<file path="config.mk">
export PLATFORM = sky130hd
export DESIGN_NAME = dot_accumulator_flat
export DESIGN_NICKNAME = d
export VERILOG_FILES = /design/src/rtl/dot_pkg.sv /design/src/rtl/dot_accumulator_if.sv /design/src/rtl/sat_adder.sv /design/src/rtl/dot_accumulator.sv /design/src/flat_wrapper.sv
export SDC_FILE = /design/constraint.sdc
export NUM_CORES = 1
export LEC_CHECK = 0
export BUFFER_PORTS_ARGS = -buffer_cell sky130_fd_sc_hd__buf_2
export CORE_ASPECT_RATIO = 0.75
export CORE_MARGIN = 8
export CORE_UTILIZATION = 46
export DETAILED_ROUTE_END_ITERATION = 12
export PLACE_DENSITY = 0.77
export REMOVE_ABC_BUFFERS = 1
export SLEW_MARGIN = 0
export SYNTH_ARGS = -nofsm -noshare
export SYNTH_HDL_FRONTEND = slang
export SYNTH_HIERARCHICAL = 1
export SYNTH_SLANG_ARGS = --single-unit
</file>
<file path="constraint.sdc">
create_clock -name clk -period 4.6 [get_ports clk]
set_clock_uncertainty 0.15 [all_clocks]
set_input_delay 0.23 -clock clk [delete_from_list [all_inputs] [get_ports clk]]
set_output_delay 0.23 -clock clk [all_outputs]
set_load 0.02 [all_outputs]
</file>
<file path="src/rtl/dot_pkg.sv">
// Shared types and constants for the dot-product accumulator.
// Optional feature macro: SATURATE_EN (clamp adds instead of wrapping).
package dot_pkg;
  localparam int DATA_W_DEF = 32;
  localparam int CNT_W_DEF  = 8;

  localparam logic [DATA_W_DEF-1:0] SAT_MAX = {1'b0, {(DATA_W_DEF-1){1'b1}}};
  localparam logic [DATA_W_DEF-1:0] SAT_MIN = {1'b1, {(DATA_W_DEF-1){1'b0}}};

  typedef enum logic {
    IDLE  = 1'b0,
    ACCUM = 1'b1
  } state_t;
endpackage

</file>
<file path="src/rtl/dot_accumulator_if.sv">
// Stream bundle: partial sums in, finished dot products out.
// Handshake: in_* is a push (no ready; accepted whenever in_valid=1); out_* transfers
// on a clock edge where out_valid=1 and out_ready=1, and out_sum/out_count/out_sat
// stay stable while out_valid=1 and out_ready=0.
interface dot_accumulator_if
  import dot_pkg::*;
#(
  parameter int DATA_W = DATA_W_DEF,
  parameter int CNT_W  = CNT_W_DEF
);
  logic              in_valid;
  logic [DATA_W-1:0] in_data;
  logic              in_last;
  logic              out_ready;
  logic              out_valid;
  logic [DATA_W-1:0] out_sum;
  logic [CNT_W-1:0]  out_count;
  logic              out_sat;

  modport master (
    output in_valid, in_data, in_last, out_ready,
    input  out_valid, out_sum, out_count, out_sat
  );

  modport slave (
    input  in_valid, in_data, in_last, out_ready,
    output out_valid, out_sum, out_count, out_sat
  );
endinterface

</file>
<file path="src/rtl/sat_adder.sv">
// Combinational signed add; under SATURATE_EN it clamps on overflow and flags the clamp.
// Without SATURATE_EN the sum wraps and ovf is constant 0.
module sat_adder #(
  parameter int W = 32
) (
  input  logic [W-1:0] a,
  input  logic [W-1:0] b,
  output logic [W-1:0] sum,
  output logic         ovf
);
  logic [W-1:0] raw;

  assign raw = a + b;

`ifdef SATURATE_EN
  localparam logic [W-1:0] MAX = {1'b0, {(W-1){1'b1}}};
  localparam logic [W-1:0] MIN = {1'b1, {(W-1){1'b0}}};

  logic wrap_ovf;

  // Overflow only when both operands share a sign and the result flips it.
  assign wrap_ovf = (a[W-1] == b[W-1]) && (raw[W-1] != a[W-1]);
  assign ovf      = wrap_ovf;

  always_comb begin
    sum = raw;
    if (wrap_ovf) sum = a[W-1] ? MIN : MAX;
  end
`else
  assign sum = raw;
  assign ovf = 1'b0;
`endif
endmodule

</file>
<file path="src/rtl/dot_accumulator.sv">
// Accumulates runs of partial sums (closed by in_last) into a held, handshaked result.
// Optional feature macro: SATURATE_EN (clamping adds, out_sat reports a clamp in the run).
module dot_accumulator
  import dot_pkg::*;
#(
  parameter int DATA_W = DATA_W_DEF,
  parameter int CNT_W  = CNT_W_DEF
) (
  input  logic                     clk,
  input  logic                     reset,
  dot_accumulator_if.slave         bus,
  output logic                     busy,
  output logic                     err_drop,
  output state_t                   dbg_state
);
  localparam logic [CNT_W-1:0] CNT_MAX = {CNT_W{1'b1}};

  state_t            state;
  logic [DATA_W-1:0] acc;
  logic [CNT_W-1:0]  cnt;
  logic              run_sat;

  logic              out_valid;
  logic [DATA_W-1:0] out_sum;
  logic [CNT_W-1:0]  out_count;
  logic              out_sat;

  logic [DATA_W-1:0] base;
  logic [DATA_W-1:0] sum;
  logic              ovf;
  logic [CNT_W-1:0]  cnt_next;
  logic              done;

  // A fresh run starts from zero, so the first term never clamps.
  assign base     = (state == ACCUM) ? acc : '0;
  assign cnt_next = (state != ACCUM) ? CNT_W'(1) :
                    (cnt == CNT_MAX) ? cnt : cnt + 1'b1;
  assign done     = bus.in_valid && bus.in_last;

  sat_adder #(.W(DATA_W)) u_add (
    .a   (base),
    .b   (bus.in_data),
    .sum (sum),
    .ovf (ovf)
  );

  always_ff @(posedge clk) begin
    if (reset) begin
      state     <= IDLE;
      acc       <= '0;
      cnt       <= '0;
      run_sat   <= 1'b0;
      out_valid <= 1'b0;
      out_sum   <= '0;
      out_count <= '0;
      out_sat   <= 1'b0;
      err_drop  <= 1'b0;
    end else begin
      if (out_valid && bus.out_ready) out_valid <= 1'b0;

      if (done) begin
        // A result still waiting on the consumer wins; the new one is lost.
        if (out_valid && !bus.out_ready) begin
          err_drop <= 1'b1;
        end else begin
          out_valid <= 1'b1;
          out_sum   <= sum;
          out_count <= cnt_next;
          out_sat   <= run_sat | ovf;
        end
        acc     <= '0;
        cnt     <= '0;
        run_sat <= 1'b0;
        state   <= IDLE;
      end else if (bus.in_valid) begin
        acc     <= sum;
        cnt     <= cnt_next;
        run_sat <= run_sat | ovf;
        state   <= ACCUM;
      end
    end
  end

  assign busy          = (state == ACCUM);
  assign dbg_state     = state;
  assign bus.out_valid = out_valid;
  assign bus.out_sum   = out_sum;
  assign bus.out_count = out_count;
  assign bus.out_sat   = out_sat;
endmodule
</file>
<file path="src/flat_wrapper.sv">
// flat-port wrapper written by rule: the top's interface ports become plain ports
module dot_accumulator_flat import dot_pkg::*;
#(
  parameter int DATA_W = DATA_W_DEF,
  parameter int CNT_W  = CNT_W_DEF
)
  (clk, reset, busy, err_drop, dbg_state, bus_in_valid, bus_in_data, bus_in_last, bus_out_ready, bus_out_valid, bus_out_sum, bus_out_count, bus_out_sat);
  dot_accumulator_if #(.DATA_W(DATA_W), .CNT_W(CNT_W)) bus_i ();
  input  logic clk;
  input  logic reset;
  output logic busy;
  output logic err_drop;
  output state_t dbg_state;
  input wire logic [$bits(bus_i.in_valid)-1:0] bus_in_valid;
  input wire logic [$bits(bus_i.in_data)-1:0] bus_in_data;
  input wire logic [$bits(bus_i.in_last)-1:0] bus_in_last;
  input wire logic [$bits(bus_i.out_ready)-1:0] bus_out_ready;
  output wire logic [$bits(bus_i.out_valid)-1:0] bus_out_valid;
  output wire logic [$bits(bus_i.out_sum)-1:0] bus_out_sum;
  output wire logic [$bits(bus_i.out_count)-1:0] bus_out_count;
  output wire logic [$bits(bus_i.out_sat)-1:0] bus_out_sat;
  assign bus_i.in_valid = bus_in_valid;
  assign bus_i.in_data = bus_in_data;
  assign bus_i.in_last = bus_in_last;
  assign bus_i.out_ready = bus_out_ready;
  assign bus_out_valid = bus_i.out_valid;
  assign bus_out_sum = bus_i.out_sum;
  assign bus_out_count = bus_i.out_count;
  assign bus_out_sat = bus_i.out_sat;
  dot_accumulator #(.DATA_W(DATA_W), .CNT_W(CNT_W)) u_core (.clk(clk), .reset(reset), .bus(bus_i), .busy(busy), .err_drop(err_drop), .dbg_state(dbg_state));
endmodule
</file>
==> summary.md <==
| Metric | Value |
|---|---|
| Logic gate share of total power | `0.169` |
| Die Wd | `139 µm` |
| Slew headroom | `0.412` |
| Synth Area in XOR/XNOR | `0.0489` |
| Wirelength per Cell | `16.1 µm` |
| Final nets | `760` |
| Max Clock Freq | `0.275 GHz` |
| Complex-gate fraction of the synthesized area | `0.215` |
| Critical Path End Type | `register` |
| Main combinational cell family by area after synthesis | `compound AO/OA/AOI/OAI gates` |
| Post-Synth Simple-Gate Area | `0.214` |
| Ant diodes | `0` |
| Initial Util | `0.473` |
| Synth-to-layout area growth | `13.7%` |
| Largest net degree at the start of global routing | `53` |
| #FFs+latches synth | `85` |
| Resized cells post-CTS | `0` |
| Placed insts | `819` |
| Switching power | `0.505 mW` |
| Place WS | `1050 ps` |
| Int Power | `1.27 mW` |
| Share of layout cells above drive strength 1 | `0.171` |
| Syn avg cell area | `8.21 µm²` |
| Postcts setup bufs | `0` |
| Critical Path AT | `3690 ps` |
| Core footprint | `11000 µm²` |
| Slew at the pin with the worst max-slew slack | `881 ps` |
| TritonCTS buffer count | `9` |
| Pwr/cell area | `300 nW/µm²` |
| Sinks on Clock Net | `85` |
| Crit-path leading delay family | `compound AO/OA/AOI/OAI gates` |
| WL final | `13400 µm` |
| Detailed placement HPWL | `9720 µm` |
| Startpoint types | `register` |
| Sequential share of power | `0.446` |
| Multiplexer area fraction after synthesis | `0.0703` |
| Row count | `33` |
| Post-synth EDFFs | `0` |
| DRC | `0` |
| Root Buffer | `clkbuf_16` |
| CP Data Required Time | `4660 ps` |
| Leak | `2.77 nW` |
| Final slew viol count | `0` |
| CTS tree | `built` |
| Synth Cell Area | `5190 µm²` |
| Max incr delay on CP | `490 ps` |
| Drt via density | `5.67` |
| Clock buffer depth | `2` |
| Ports | `82` |
| RSZ-0062 raised after global routing | `false` |
| Setup CP Type | `register to register` |
| Synth cell types | `67` |
| Buffers and inverters on the worst path | `1` |
| Final Hold Vio Count | `0` |
| Asr flop ratio synth | `0` |
| All-layer global routing usage | `0.183` |
| GP Congestion | `0.914` |
| Share of synthesized area occupied by flip-flops and latches | `0.328` |
| Maximum VDD drop | `0.000199 V` |
| Final TNS setup | `0 ps` |
| CP Cell Sequence | `buf_4 > and2_1 > ha_1 > fa_1 > a21o_1 > a31o_2 > nand3_1 > o221ai_1 > a311oi_1 > o21bai_1 > xor2_1 > mux2i_1 > nor2_1` |
| Buffers added on ports | `81` |
| Depth of the CTS H-tree | `3` |
| Syn. warnings | `6` |
| Number of max-cap violations | `0` |
| Total grt overflow | `0` |
| Worst-Skew Late Latency | `340 ps` |
| Clock power share | `0.385` |
| Final Critical Period | `3630 ps` |
| Initial antenna violation count | `0` |
| First-pass GRT wire length | `22700 µm` |
| Period Utilization, post-route | `0.790` |
| Post-DRT Antenna Nets | `0` |
| Overall Power | `1.77 mW` |
| CP max-delay cell | `dfxtp_1` |
| Cells after Synth | `633` |
| Status | `finished, final reports clean` |
| Hold Buf Count CTS | `0` |
| Synthesized-area fraction occupied by adder cells | `0.0809` |
| Number of global-route vias before repair | `4676` |
| Routed vias | `4732` |
| Post-synth top flop | `dfxtp_1` |
| Worst hold path type | `primary input to register` |
| Non-Filler Instances | `835` |
| Die area | `15000 µm²` |
| Final WS setup | `965 ps` |
| Switching Fraction | `0.285` |
| Max FO, Critical Path | `19` |
| Die Y | `108 µm` |
| DR iter-0 viols | `347` |
| Final setup vio count | `0` |
| Clk slew on worst S/H paths | `60 ps` |
| Pre-Repair DR Iteration Count | `4` |
| R2R setup slack | `970 ps` |
==> per-layer routing <==
| layer | share of wire | vias to the layer above | routed length, µm | track usage |
|---|---|---|---|---|
| met1 | 0.48 | 2210 | 6450 | 0.231 |
| met2 | 0.45 | 134 | 6000 | 0.303 |
| met3 | 0.054 | 22 | 729 | 0.0467 |
| li1 | - | 2366 | - | - |
| met5 | 0 | - | 0 | 0 |
| met4 | 0.017 | 0 | 231 | 0.0609 |
==> worst register-to-register path: cells and delay by family (launching register included) <==
kind	cells	cell delay (ps)
mux	1	160
flops	1	490
fa+ha+maj	2	660
simple gates	3	300
xor+xnor	1	170
compound gates	5	1280
buf+inv	1	280
==> state kept, by name (all words and copies together) (netlist names) <==
register              flops
u_core/acc               32
u_core/bus.out_count      8
u_core/bus.out_sat        1
u_core/bus.out_sum       32
u_core/bus.out_valid      1
u_core/busy               1
u_core/cnt                8
u_core/err_drop           1
u_core/run_sat            1
==> layout make-up <==
class                   count  area (µm²)
fillers                  1055        5080
clock inverters             4        32.5
well taps                 140         175
repair buffers             86         443
multi-input cells         499        3270
flip-flops and latches     85        1700
clock buffers              12         246
inverters                   9        33.8
==> cell usage in the layout, fill, tap and decap left out, types with 5 or more instances in the layout <==
master     count
nand4_1        9
inv_1          9
nand2b_1       5
o21ai_0       20
ha_1          32
a21o_1        19
nand3_1       15
a211oi_1       8
nor2_1        51
nand2_1       89
o211ai_1       5
a21oi_1       69
and2_1        33
xnor2_1       14
xor2_1        15
a31oi_1        6
buf_2         81
buf_4          5
nor3_1         6
dfxtp_1       85
mux2i_1       35
clkbuf_16      9
==> kinds of logic (layout without fill, tap and decap cells) <==
logic type	count (synthesis)	count (layout)
AND/OR/NAND/NOR	232	232
AO/OA/AOI/OAI	168	168
flip-flops	85	85
buffers and inverters	49	111
multiplexers	36	36
adder cells (fa/ha/maj)	33	33
XOR/XNOR	29	29
other	1	1
==> power by group through the flow <==
stage / clock (mW) / sequential, mW / combinational, mW
4_1_cts: 0.707 / 0.792 / 0.300
2_1_floorplan: 0 / 0.829 / 0.172
5_1_grt: 0.734 / 0.796 / 0.330
3_5_place_dp: 0 / 0.808 / 0.298
6_report: 0.683 / 0.792 / 0.299
3_3_place_gp: 0 / 0.807 / 0.291
==> cells in the mapped netlist, types with 2 or more instances <==
cell type | instances | area share
nand2_1 | 89 | 0.064
dfxtp_1 | 85 | 0.33
a21oi_1 | 69 | 0.066
nor2_1 | 51 | 0.037
mux2i_1 | 35 | 0.067
and2_1 | 33 | 0.040
ha_1 | 32 | 0.077
clkbuf_1 | 23 | 0.017
o21ai_0 | 20 | 0.019
a21o_1 | 19 | 0.027
nand3_1 | 15 | 0.014
xor2_1 | 15 | 0.025
xnor2_1 | 14 | 0.024
buf_2 | 10 | 0.0096
inv_1 | 9 | 0.0065
nand4_1 | 9 | 0.011
a211oi_1 | 8 | 0.012
a31oi_1 | 6 | 0.0072
nor3_1 | 6 | 0.0058
nand2b_1 | 5 | 0.0060
o211ai_1 | 5 | 0.0072
a22o_1 | 4 | 0.0067
and3_1 | 4 | 0.0048
o21bai_1 | 4 | 0.0058
or2_2 | 4 | 0.0048
a311oi_1 | 3 | 0.0051
a32o_1 | 3 | 0.0058
buf_1 | 3 | 0.0022
a31o_2 | 2 | 0.0034
buf_4 | 2 | 0.0029
nand3b_1 | 2 | 0.0029
nor2b_1 | 2 | 0.0024
nor3b_1 | 2 | 0.0029
o21a_1 | 2 | 0.0029
o221ai_1 | 2 | 0.0034
o311ai_1 | 2 | 0.0034
o31ai_1 | 2 | 0.0029
o32ai_1 | 2 | 0.0034
or3_1 | 2 | 0.0024
==> per-stage QoR <==
stage	utilization	area, µm²	hold slack, ps
after floorplan	-	5010	149
after global placement	0.512	5630	291
after detailed placement	0.512	5630	293
after CTS	0.538	5900	55.7
after global routing	0.538	5900	96.0
final	0.538	5900	74.4
==> worst paths after layout <==
check | startpoint | to | cells after the start
min | bus_in_last | u_core/err_drop | 3
max reg2reg | u_core/busy | u_core/acc[26] | 13
max | u_core/busy | u_core/acc[26] | 13
min reg2reg | u_core/bus.out_sum[7] | u_core/bus.out_sum[7] | 2
(Power assumes the default switching activity.)
